===== config.mk =====
export PLATFORM = sky130hd
export DESIGN_NAME = four_bit_div_controller
export DESIGN_NICKNAME = d
export VERILOG_FILES = /design/src/rtl/div_pkg.sv /design/src/rtl/div_step.sv /design/src/rtl/four_bit_div_controller.sv
export SDC_FILE = /design/constraint.sdc
export NUM_CORES = 1
export LEC_CHECK = 0
export CORE_AREA = 2 2 62 64
export DETAILED_ROUTE_END_ITERATION = 10
export DIE_AREA = 0 0 64 66
export HOLD_SLACK_MARGIN = 0.1
export PLACE_DENSITY = 0.44
export SLEW_MARGIN = 30
export SYNTH_ARGS = -nofsm -noshare
export SYNTH_HDL_FRONTEND = slang
export SYNTH_SLANG_ARGS = --single-unit
export TNS_END_PERCENT = 10

===== constraint.sdc =====
create_clock -name clock -period 4.25 [get_ports clock]
set_input_delay 0.85 -clock clock [delete_from_list [all_inputs] [get_ports clock]]
set_output_delay 0.85 -clock clock [all_outputs]
set_load 0.05 [all_outputs]

===== src/rtl/div_pkg.sv =====
// Shared definitions for the restoring divider: the controller state type and the default operand width.
package div_pkg;

    localparam int DIV_WIDTH = 4;

    typedef enum logic [1:0] {
        IDLE = 2'b00,
        RUN  = 2'b01,
        DONE = 2'b10
    } div_state_t;

endpackage


===== src/rtl/div_step.sv =====
// One restoring-division step: trial-subtract the divisor from the shifted partial remainder and
// keep either the difference or the original value, producing one quotient bit.
module div_step
    import div_pkg::*;
#(
    parameter int WIDTH = DIV_WIDTH
) (
    input  logic [WIDTH:0]   shifted_rem,
    input  logic [WIDTH-1:0] divisor,
    output logic [WIDTH-1:0] next_rem,
    output logic             q_bit
);

    logic [WIDTH:0] trial;

    // The extra top bit acts as the sign of the trial difference; when negative the restore
    // value always fits in WIDTH bits because the shifted remainder is then below the divisor.
    always_comb begin
        trial    = shifted_rem - {1'b0, divisor};
        q_bit    = ~trial[WIDTH];
        next_rem = q_bit ? trial[WIDTH-1:0] : shifted_rem[WIDTH-1:0];
    end

endmodule


===== src/rtl/four_bit_div_controller.sv =====
// Unsigned restoring shift-subtract divider: IDLE -> RUN (WIDTH steps) -> DONE.
// Optional macro DIV_ZERO_CHECK_EN short-circuits a zero divisor straight to DONE and flags div_zero.
module four_bit_div_controller
    import div_pkg::*;
#(
    parameter int WIDTH = DIV_WIDTH
) (
    input  logic             clock,
    input  logic             reset,
    input  logic             init,
    input  logic [WIDTH-1:0] dividend,
    input  logic [WIDTH-1:0] divisor,
    output logic             busy,
    output logic             done,
    output logic [WIDTH-1:0] quotient,
    output logic [WIDTH-1:0] remainder,
    output logic             div_zero
);

    localparam int CW = $clog2(WIDTH + 1);

    div_state_t     state;
    div_state_t     next_state;
    logic [CW-1:0]  count;
    logic [WIDTH-1:0] divisor_ff;
    logic [WIDTH-1:0] step_rem;
    logic           step_q;
    logic           accept;
`ifdef DIV_ZERO_CHECK_EN
    logic           zero_fast;
`endif

    // The partial remainder gains the quotient MSB as it shifts in, so it is WIDTH+1 bits wide.
    div_step #(.WIDTH(WIDTH)) u_step (
        .shifted_rem ({remainder, quotient[WIDTH-1]}),
        .divisor     (divisor_ff),
        .next_rem    (step_rem),
        .q_bit       (step_q)
    );

    always_comb begin
        next_state = state;
        accept     = 1'b0;
`ifdef DIV_ZERO_CHECK_EN
        zero_fast  = 1'b0;
`endif
        case (state)
            IDLE: begin
                if (init) begin
                    accept     = 1'b1;
`ifdef DIV_ZERO_CHECK_EN
                    zero_fast  = (divisor == '0);
                    next_state = zero_fast ? DONE : RUN;
`else
                    next_state = RUN;
`endif
                end
            end
            RUN: begin
                if (count == CW'(1)) next_state = DONE;
            end
            DONE:    next_state = IDLE;
            default: next_state = IDLE;
        endcase
    end

    always_ff @(posedge clock) begin
        if (reset) begin
            state      <= IDLE;
            count      <= '0;
            quotient   <= '0;
            remainder  <= '0;
            divisor_ff <= '0;
        end else begin
            state <= next_state;
            if (accept) begin
                divisor_ff <= divisor;
                count      <= CW'(WIDTH);
`ifdef DIV_ZERO_CHECK_EN
                if (zero_fast) begin
                    quotient  <= '1;
                    remainder <= dividend;
                end else begin
                    quotient  <= dividend;
                    remainder <= '0;
                end
`else
                quotient  <= dividend;
                remainder <= '0;
`endif
            end else if (state == RUN) begin
                remainder <= step_rem;
                quotient  <= {quotient[WIDTH-2:0], step_q};
                count     <= count - CW'(1);
            end
        end
    end

`ifdef DIV_ZERO_CHECK_EN
    // Flag follows each accepted operation, so a normal divide clears a stale zero flag.
    always_ff @(posedge clock) begin
        if (reset)       div_zero <= 1'b0;
        else if (accept) div_zero <= zero_fast;
    end
`else
    assign div_zero = 1'b0;
`endif

    assign busy = (state != IDLE);
    assign done = (state == DONE);

endmodule


-- Word-level counts from Yosys, hierarchy flattened
Index checks and enable logic that the tools add are counted.
- bits of input ports: 11
- output and inout bits: 11
- logic and storage cells: 29
- register bits: 17
- memory bits (read-only): 0
- latch bits: 0
- memories kept: 0
- RAM bits: 0
- $add $sub $neg: 2
- bitwise logic cells: 1
- muxes and demuxes: 10
- div/mod/pow operators: 0
- reduce and logical (&&, ||, !) cells: 5
- $mul: 0
- shift-type cells: 0
- magnitude comparators: 0
- eq/ne operators: 5
- operators by type and width (kind ; number):
    two-way mux 4 bit ; 3
    two-way mux 3 bit ; 2
    subtractor 5 x 4 -> 5 bit ; 1
    two-way mux 2 bit ; 2
    != test 2 bit (second input constant) ; 2
    one-hot mux 2 bit (2 select lines) ; 1
    nonzero test 2 bit ; 2
    equality test 3 x 1 -> 1 bit (second input constant) ; 1
    subtractor 3 x 1 -> 3 bit (second input constant) ; 1
    equality test 2 x 1 -> 1 bit (second input constant) ; 1
    equality test 2 bit (second input constant) ; 1
    logical NOT 2 bit ; 1
    two-way mux 1 bit ; 2
    AND reduction 2 bit ; 1
    OR reduction 2 bit ; 1
    NOT 1 bit ; 1

-- Longest topological paths before layout
Gate-level depths: netlist of the first run.
- depth after elaboration: 4
- gate-level depth with buffers: 8
- mapped depth without buffers: 8

-- Cells and area by module
Synthesis of the first run repeated with hierarchy kept, for this count alone.
- cell total of the unflattened synthesis: 106
- area, all modules: 929.6 um^2
- modules (own cells, without submodules) (module ; area each (um^2) ; cells an instance ; sequential area each (um^2) ; instances):
    four_bit_div_controller ; 728.2 ; 82 ; 340.3 ; 1
    div_step ; 201.4 ; 24 ; 0.0 ; 1

-- Worst setup path before layout of the first run
No wires, ideal clock.
- path kind: register -> register
- start: register quotient[3]
- end: register remainder[0]
- required time: 4.133 ns
- arrival: 2.250 ns
- cell stages (with the launch flop): 9
- path buffers: 0
- slack: 1.884 ns
- clock period less this slack: 2.366 ns
- setup time: 0.117 ns
- path through: dfxtp_1 > inv_1 > ha_1 > fa_1 > nand2b_1 > a21oi_2 > xor2_4 > mux2i_1 > a22o_1
- cells in the longest elaborated chain, start to end: 2
- ends and longest elaborated chain (what ; line ; RTL):
    from (decl) ; four_bit_div_controller.sv:15 ; output logic [WIDTH-1:0] quotient,
    from (signal assigned) ; four_bit_div_controller.sv:88 ; quotient <= dividend;
    from (signal assigned) ; four_bit_div_controller.sv:93 ; quotient <= {quotient[WIDTH-2:0], step_q};
    subtractor 5 x 4 -> 5 bit ; div_step.sv:19 ; trial = shifted_rem - {1'b0, divisor};
    two-way mux 4 bit (*) ; div_step.sv:21 ; next_rem = q_bit ? trial[WIDTH-1:0] : shifted_rem[WIDTH-1:0];
    to (signal assigned) ; four_bit_div_controller.sv:92 ; remainder <= step_rem;
    to (decl) ; four_bit_div_controller.sv:16 ; output logic [WIDTH-1:0] remainder,
Mark *: on every way between the ends. The rest lies on a longest branch, timed or not.
A chain may end at the register's enable or synchronous reset.

-- Worst setup path in the final report of the first run
- start: register remainder[3]
- end: output port remainder[3]
No word-level cell between the ends.

==> results of run 1 <==
[layout make-up]
| type | count | area, µm² |
|---|---|---|
| Timing Repair Buffer | 20 | 200 |
| Sequential cell | 17 | 340 |
| Multi-Input combinational cell | 73 | 487 |
| Clock inverter | 1 | 5.00 |
| Fill cell | 390 | 2410 |
| Clock buffer | 3 | 22.5 |
| Tap cell | 48 | 60.1 |
| Inverter | 8 | 30.0 |
[cells in the final DEF, fill, tap and decap left out]
| cell | count |
|---|---|
| a22o_1 | 2 |
| a21oi_2 | 1 |
| clkdlybuf4s50_1 | 20 |
| xnor2_1 | 2 |
| xor2_4 | 1 |
| inv_1 | 8 |
| a2111oi_0 | 1 |
| a22oi_1 | 4 |
| mux2i_1 | 4 |
| nor2b_1 | 1 |
| o21ai_0 | 3 |
| nand2b_1 | 3 |
| ha_1 | 6 |
| fa_1 | 1 |
| conb_1 | 1 |
| and2b_1 | 1 |
| nand2_1 | 16 |
| xor2_1 | 2 |
| clkbuf_4 | 3 |
| clkinv_2 | 1 |
| nor2_1 | 7 |
| nor3_1 | 3 |
| dfxtp_1 | 17 |
| a21oi_1 | 13 |
| and2_1 | 1 |
[sequential cells by signal (all words and copies together) (netlist names)]
register,cells
remainder,4
divisor_ff,4
quotient,4
count,3
state,2
[through the flow]
step	utilization [%]	instances	hold WS (ns)
2_1_floorplan	-	103	0.436
3_3_place_gp	31.5	166	0.451
3_5_place_dp	31.5	166	0.458
4_1_cts	32.2	170	0.472
5_1_grt	32.2	170	0.499
6_report	32.2	170	0.467
[cell families (layout without fill, tap and decap cells)]
kind of cell / Yosys count / after routing / share of synthesized area, %
mux: 4 / 4 / 4.54
xor+xnor: 5 / 5 / 7.09
flops: 17 / 17 / 38.6
other cells: 1 / 1 / 0.425
buf+inv: 13 / 32 / 6.24
simple gates: 32 / 32 / 15.9
compound gates: 24 / 24 / 16.5
fa+ha+maj: 7 / 7 / 10.8
[worst min path at each step]
stage	start	to	slack (ns)
floorplan	divisor_ff[2]	divisor_ff[2]	0.44
global placement	divisor_ff[2]	divisor_ff[2]	0.45
detailed placement	divisor_ff[0]	divisor_ff[0]	0.46
CTS	divisor_ff[0]	divisor_ff[0]	0.47
global route	divisor_ff[2]	divisor_ff[2]	0.50
finish	divisor_ff[2]	divisor_ff[2]	0.47
[power breakdown]
group | internal (mW) | switching, mW | total [mW] | leakage [nW]
Clock | 0.0350 | 0.0527 | 0.0877 | 0.0177
Sequential | 0.171 | 0.0101 | 0.182 | 0.139
Combinational | 0.0541 | 0.0779 | 0.132 | 0.287
[routing by layer]
metal | up-vias | track usage (%)
li1 | 380 | -
met1 | 331 | 12.6
met2 | 17 | 14.6
met3 | 5 | 1.53
met4 | 0 | 6.52
met5 | - | 0
==> impl_metrics.toml, run 1 <==
[critical_path]
worstPathCellList = "clkdlybuf4s50_1"
max_stage_delay_ns = 0.85
required_ns = 3.40
regToRegEndpoint = "remainder[2]"
worst-endpoint-arrival_ns = 1.61
crit_path_start = "remainder[3]"
endpoint = "remainder[3]"
endpoint_kind = "primary output"
worstRegToRegCells = 8
critical_path.top_delay_family = "buffers and inverters"
cp_num_buf_inv = 1
cp.depth = 1
r2r_start = "quotient[3]"
critPathKind = "reg2out"
critPathMaxFanout = 3
cp-start-kind = "flip-flop"
slowest_stage = "clkdlybuf4s50_1"
reg2reg_slack_ns = 2.04

[routing]
wl_per_cell_um = 11.0
drc = 0
drt_first_pass_iters = 4
met1Wirelength_um = 938
drt_iter0_markers = 15
routed_wl_um = 1870
vias = 733
routed.top_layer = "met4"
wl_met2_um = 841
via_per_inst = 4.31
drtAntennaViolNets = 0
wl_met3_um = 34

[floorplanning]
io-pin-count = 22
start_util_pct = 24.8
placement_rows = 22
core_um2 = 3550
die_area_um2 = 4220
die_h_um = 66
die_x_um = 64

[logic_synthesis]
ys_seq_elements = 17
yosys-top-cells-area = "dfxtp_1 (39%), ha_1 (8.5%), a21oi_1 (7.4%)"
synth-edff-count = 0
syn_area_per_cell_um2 = 8.56
synth_warnings = 0
synthCells = 103
yosysMostFrequentCell = "dfxtp_1"
synth_top_flop_cell = "dfxtp_1"
synth_cell_type_count = 25
syn_area_um2 = 882
yosys-top-cells-count = "dfxtp_1 (17), nand2_1 (16), a21oi_1 (13)"
yosysTopAreaCell = "dfxtp_1"
syn_nets = 121
async_flop_share_pct = 0
seq_area_frac_synth_pct = 38.6
netlist.area_leader.share_pct = 38.6

[placement]
gp_congestion = 0.749
dpl_cell_area_um2 = 1120
pre_cts_slack_ns = 1.92
dp_hpwl_um = 1390
port_buffers = 20

[grt]
antenna_found_initial = 0
grt.overflow.total = 0
grt_pass1_vias = 662
grt_pass1_wl_um = 3060
gr-usage-all-layers_pct = 9.64
grt_max_degree = 17

[power]
total_power_mw = 0.401
power_leakage_nw = 0.444
power_per_cell_area_nw_per_um2 = 350
irDropWorstVdd_uv = 107

[clocking]
clkLatencyLatePin_ns = 0.29
cts.clk_slew.worst_paths_ns = 0.10
cts_max_level = 1
post_cts_buffers = 0
clockBufferDepth = 2
cts-resized-gates = 0
clock-sinks = 17
cts_tree = "done"
cts-hold-fix-buffers = 0
numCtsBuffers = 3
clock-root-buffer = "clkbuf_4"

[timing]
tightest_slew_ns = 0.598
final.min_clock_period_ns = 2.46
setup_ws_ns = 1.79
finalSetupTns_ns = 0
finClkSkew_ns = 0.00602
grt_setup_unrepaired = "false"
period_share_pct = 57.8
slew_viol_final = 0
fmax_mhz = 407
slew_headroom_pct = 60.0
finalHoldViolCount = 0
setup_viol = 0

[final_layout]
drive_above_1_share_pct = 4.92
fin_nets = 141
insertedDiodeCount = 0
design_area_um2 = 1140
area_growth_pct = 29.8

[status]
status = "complete, no violations"

[job]
timing.max_cap.violations = 0

[hold_path]
min_path_cells = 2
hold_path_class = "reg2reg"
Note: power is estimated with default switching activity, not from simulation.
==> run 2, diff against run 1 <==
--- a/config.mk
+++ b/config.mk
@@ -9,7 +9,7 @@
 export DETAILED_ROUTE_END_ITERATION = 10
 export DIE_AREA = 0 0 64 66
 export HOLD_SLACK_MARGIN = 0.1
-export PLACE_DENSITY = 0.44
+export PLACE_DENSITY = 0.46
 export SLEW_MARGIN = 30
 export SYNTH_ARGS = -nofsm -noshare
 export SYNTH_HDL_FRONTEND = slang
==> constraint.sdc (replaced) <==
create_clock -name clock -period 2.25 [get_ports clock]
set_input_delay 0.45 -clock clock [delete_from_list [all_inputs] [get_ports clock]]
set_output_delay 0.45 -clock clock [all_outputs]
set_load 0.05 [all_outputs]
==> impl_metrics.toml, run 2 (synthesized netlist as in run 1, its figures left out) <==
[final_layout]
drive_above_1_share_pct = 8.06
top_regs = "divisor_ff: 4 flops, quotient: 4 flops, remainder: 4 flops"
fin_nets = 143
design_area_um2 = 1170
insertedDiodeCount = 0
area_growth_pct = 32.6
final_common_cell = "clkdlybuf4s50_1"
final_cell_mix = "clkdlybuf4s50_1 (20), nand2_1 (16), dfxtp_1 (15), a21oi_1 (13), inv_1 (8)"
n_fill_cell = 380

[critical_path]
crit_path_start = "quotient[3]"
critical_path.top_delay_family = "adder cells"
critPathKind = "reg2reg"
worst-endpoint-arrival_ns = 2.28
cp_num_buf_inv = 1
critPathMaxFanout = 5
required_ns = 2.42
worstPathCellList = "inv_1 > ha_1 > fa_1 > nand2b_1 > a21oi_4 > xor2_4 > mux2i_1 > a21oi_1"
max_stage_delay_ns = 0.41
slowest_stage = "fa_1"
r2r_start = "quotient[3]"
cp-start-kind = "flip-flop"
reg2reg_slack_ns = 0.14
endpoint_kind = "flip-flop"

[clocking]
clockBufferDepth = 2
cts.clk_slew.worst_paths_ns = 0.11
post_cts_buffers = 0
clock-sinks = 17
cts_max_level = 1
clkLatencyLatePin_ns = 0.29
cts_tree = "done"
clock-root-buffer = "clkbuf_4"
numCtsBuffers = 3

[power]
seqPwrFrac_pct = 44.3
switching_share_pct = 35.6
total_power_mw = 0.775
comb_power_share_pct = 33.5
power_leakage_nw = 0.457
p_sw_mw = 0.276
power_per_cell_area_nw_per_um2 = 662
pwr-share-clk_pct = 22.2
p_int_mw = 0.499
irDropWorstVdd_uv = 381

[timing]
final.min_clock_period_ns = 2.11
fmax_mhz = 475
finalHoldViolCount = 0
finalSetupTns_ns = 0
setup_viol = 0
slew_headroom_pct = 65.9
finClkSkew_ns = 0.00104
slew_viol_final = 0
holdWs_ns = 0.464
period_share_pct = 93.6
grt_setup_unrepaired = "false"
tightest_slew_ns = 0.510

[routing]
wl_per_cell_um = 11.3
routed_wl_um = 1950
drtAntennaViolNets = 0
wl_met2_um = 869
met1Wirelength_um = 925
via_per_inst = 4.31
drt_first_pass_iters = 4
drc = 0
vias = 742
routed.top_layer = "met4"
drt_iter0_markers = 25
wl_met3_um = 115

[placement]
dpl_cell_area_um2 = 1130
gp_congestion = 0.733
port_buffers = 20
dp_hpwl_um = 1500

[floorplanning]
die_area_um2 = 4220
die_x_um = 64
start_util_pct = 24.8
io-pin-count = 22
core_um2 = 3550
placement_rows = 22
die_h_um = 66

[hold_path]
hp-start = "divisor_ff[3]"
hold_path_class = "reg2reg"

[grt]
grt.overflow.total = 0
grt_max_degree = 16
grt_pass1_wl_um = 3160
gr-usage-all-layers_pct = 10.1
grt_pass1_vias = 699
antenna_found_initial = 0

[status]
status = "complete, no violations"

[job]
timing.max_cap.violations = 0
run 2: changes by cell type in the layout (fill, tap and decap cells not counted):
| cell | delta |
|---|---|
| a21oi_4 | +1 |
| dfxtp_2 | +2 |
| dfxtp_1 | -2 |
| a21oi_2 | -1 |
| buf_4 | +2 |
run 2: worst paths after layout:
check | endpoint | depth (start not counted)
max reg2reg | remainder[2] | 8
max | remainder[2] | 8
min | divisor_ff[3] | 2
min reg2reg | divisor_ff[3] | 2
run 2: power groups by stage:
stage	sequential (mW)	combinational (mW)	clock (mW)
4_1_cts	0.344	0.257	0.183
6_report	0.343	0.260	0.172
3_3_place_gp	0.350	0.253	0
3_5_place_dp	0.351	0.255	0
2_1_floorplan	0.385	0.147	0
5_1_grt	0.347	0.282	0.195
run 2: through the flow:
step | instances | worst slack, ns | util, %
after floorplan | 103 | 0.0616 | -
after global placement | 168 | 0.204 | 32.0
after detailed placement | 168 | 0.134 | 32.0
after CTS | 172 | 0.0937 | 32.7
after global routing | 172 | 0.0227 | 32.9
final | 172 | 0.143 | 32.9
run 2: worst register-to-register path, delay by kind of cell, from the launching register on:
| kind | cells | cell delay, ns |
|---|---|---|
| compound gates | 2 | 0.27 |
| xor+xnor | 1 | 0.26 |
| buf+inv | 1 | 0.05 |
| fa+ha+maj | 2 | 0.62 |
| flops | 1 | 0.35 |
| simple gates | 1 | 0.20 |
| mux | 1 | 0.23 |
run 2: area by class of cell:
cell class | count | area, µm² | share of cell area (%)
flip-flops and latches | 17 | 343 | 29.3
inverters | 8 | 30.0 | 2.57
repair buffers | 22 | 215 | 18.4
clock buffers | 3 | 22.5 | 1.93
multi-input cells | 73 | 494 | 42.2
clock inverters | 1 | 5.00 | 0.428
well taps | 48 | 60.1 | 5.13
run 2: routing by layer:
metal	global-route usage (%)	vias to the layer above
met5	0	-
met4	5.43	0
met3	4.09	2
met2	15.1	21
met1	12.2	336
li1	-	383
run 2: what timing repair did:
item | in CTS | in global routing
hold buffers | 0 | 0
setup endpoints to repair | 0 | 1
gates resized for setup | 0 | 1
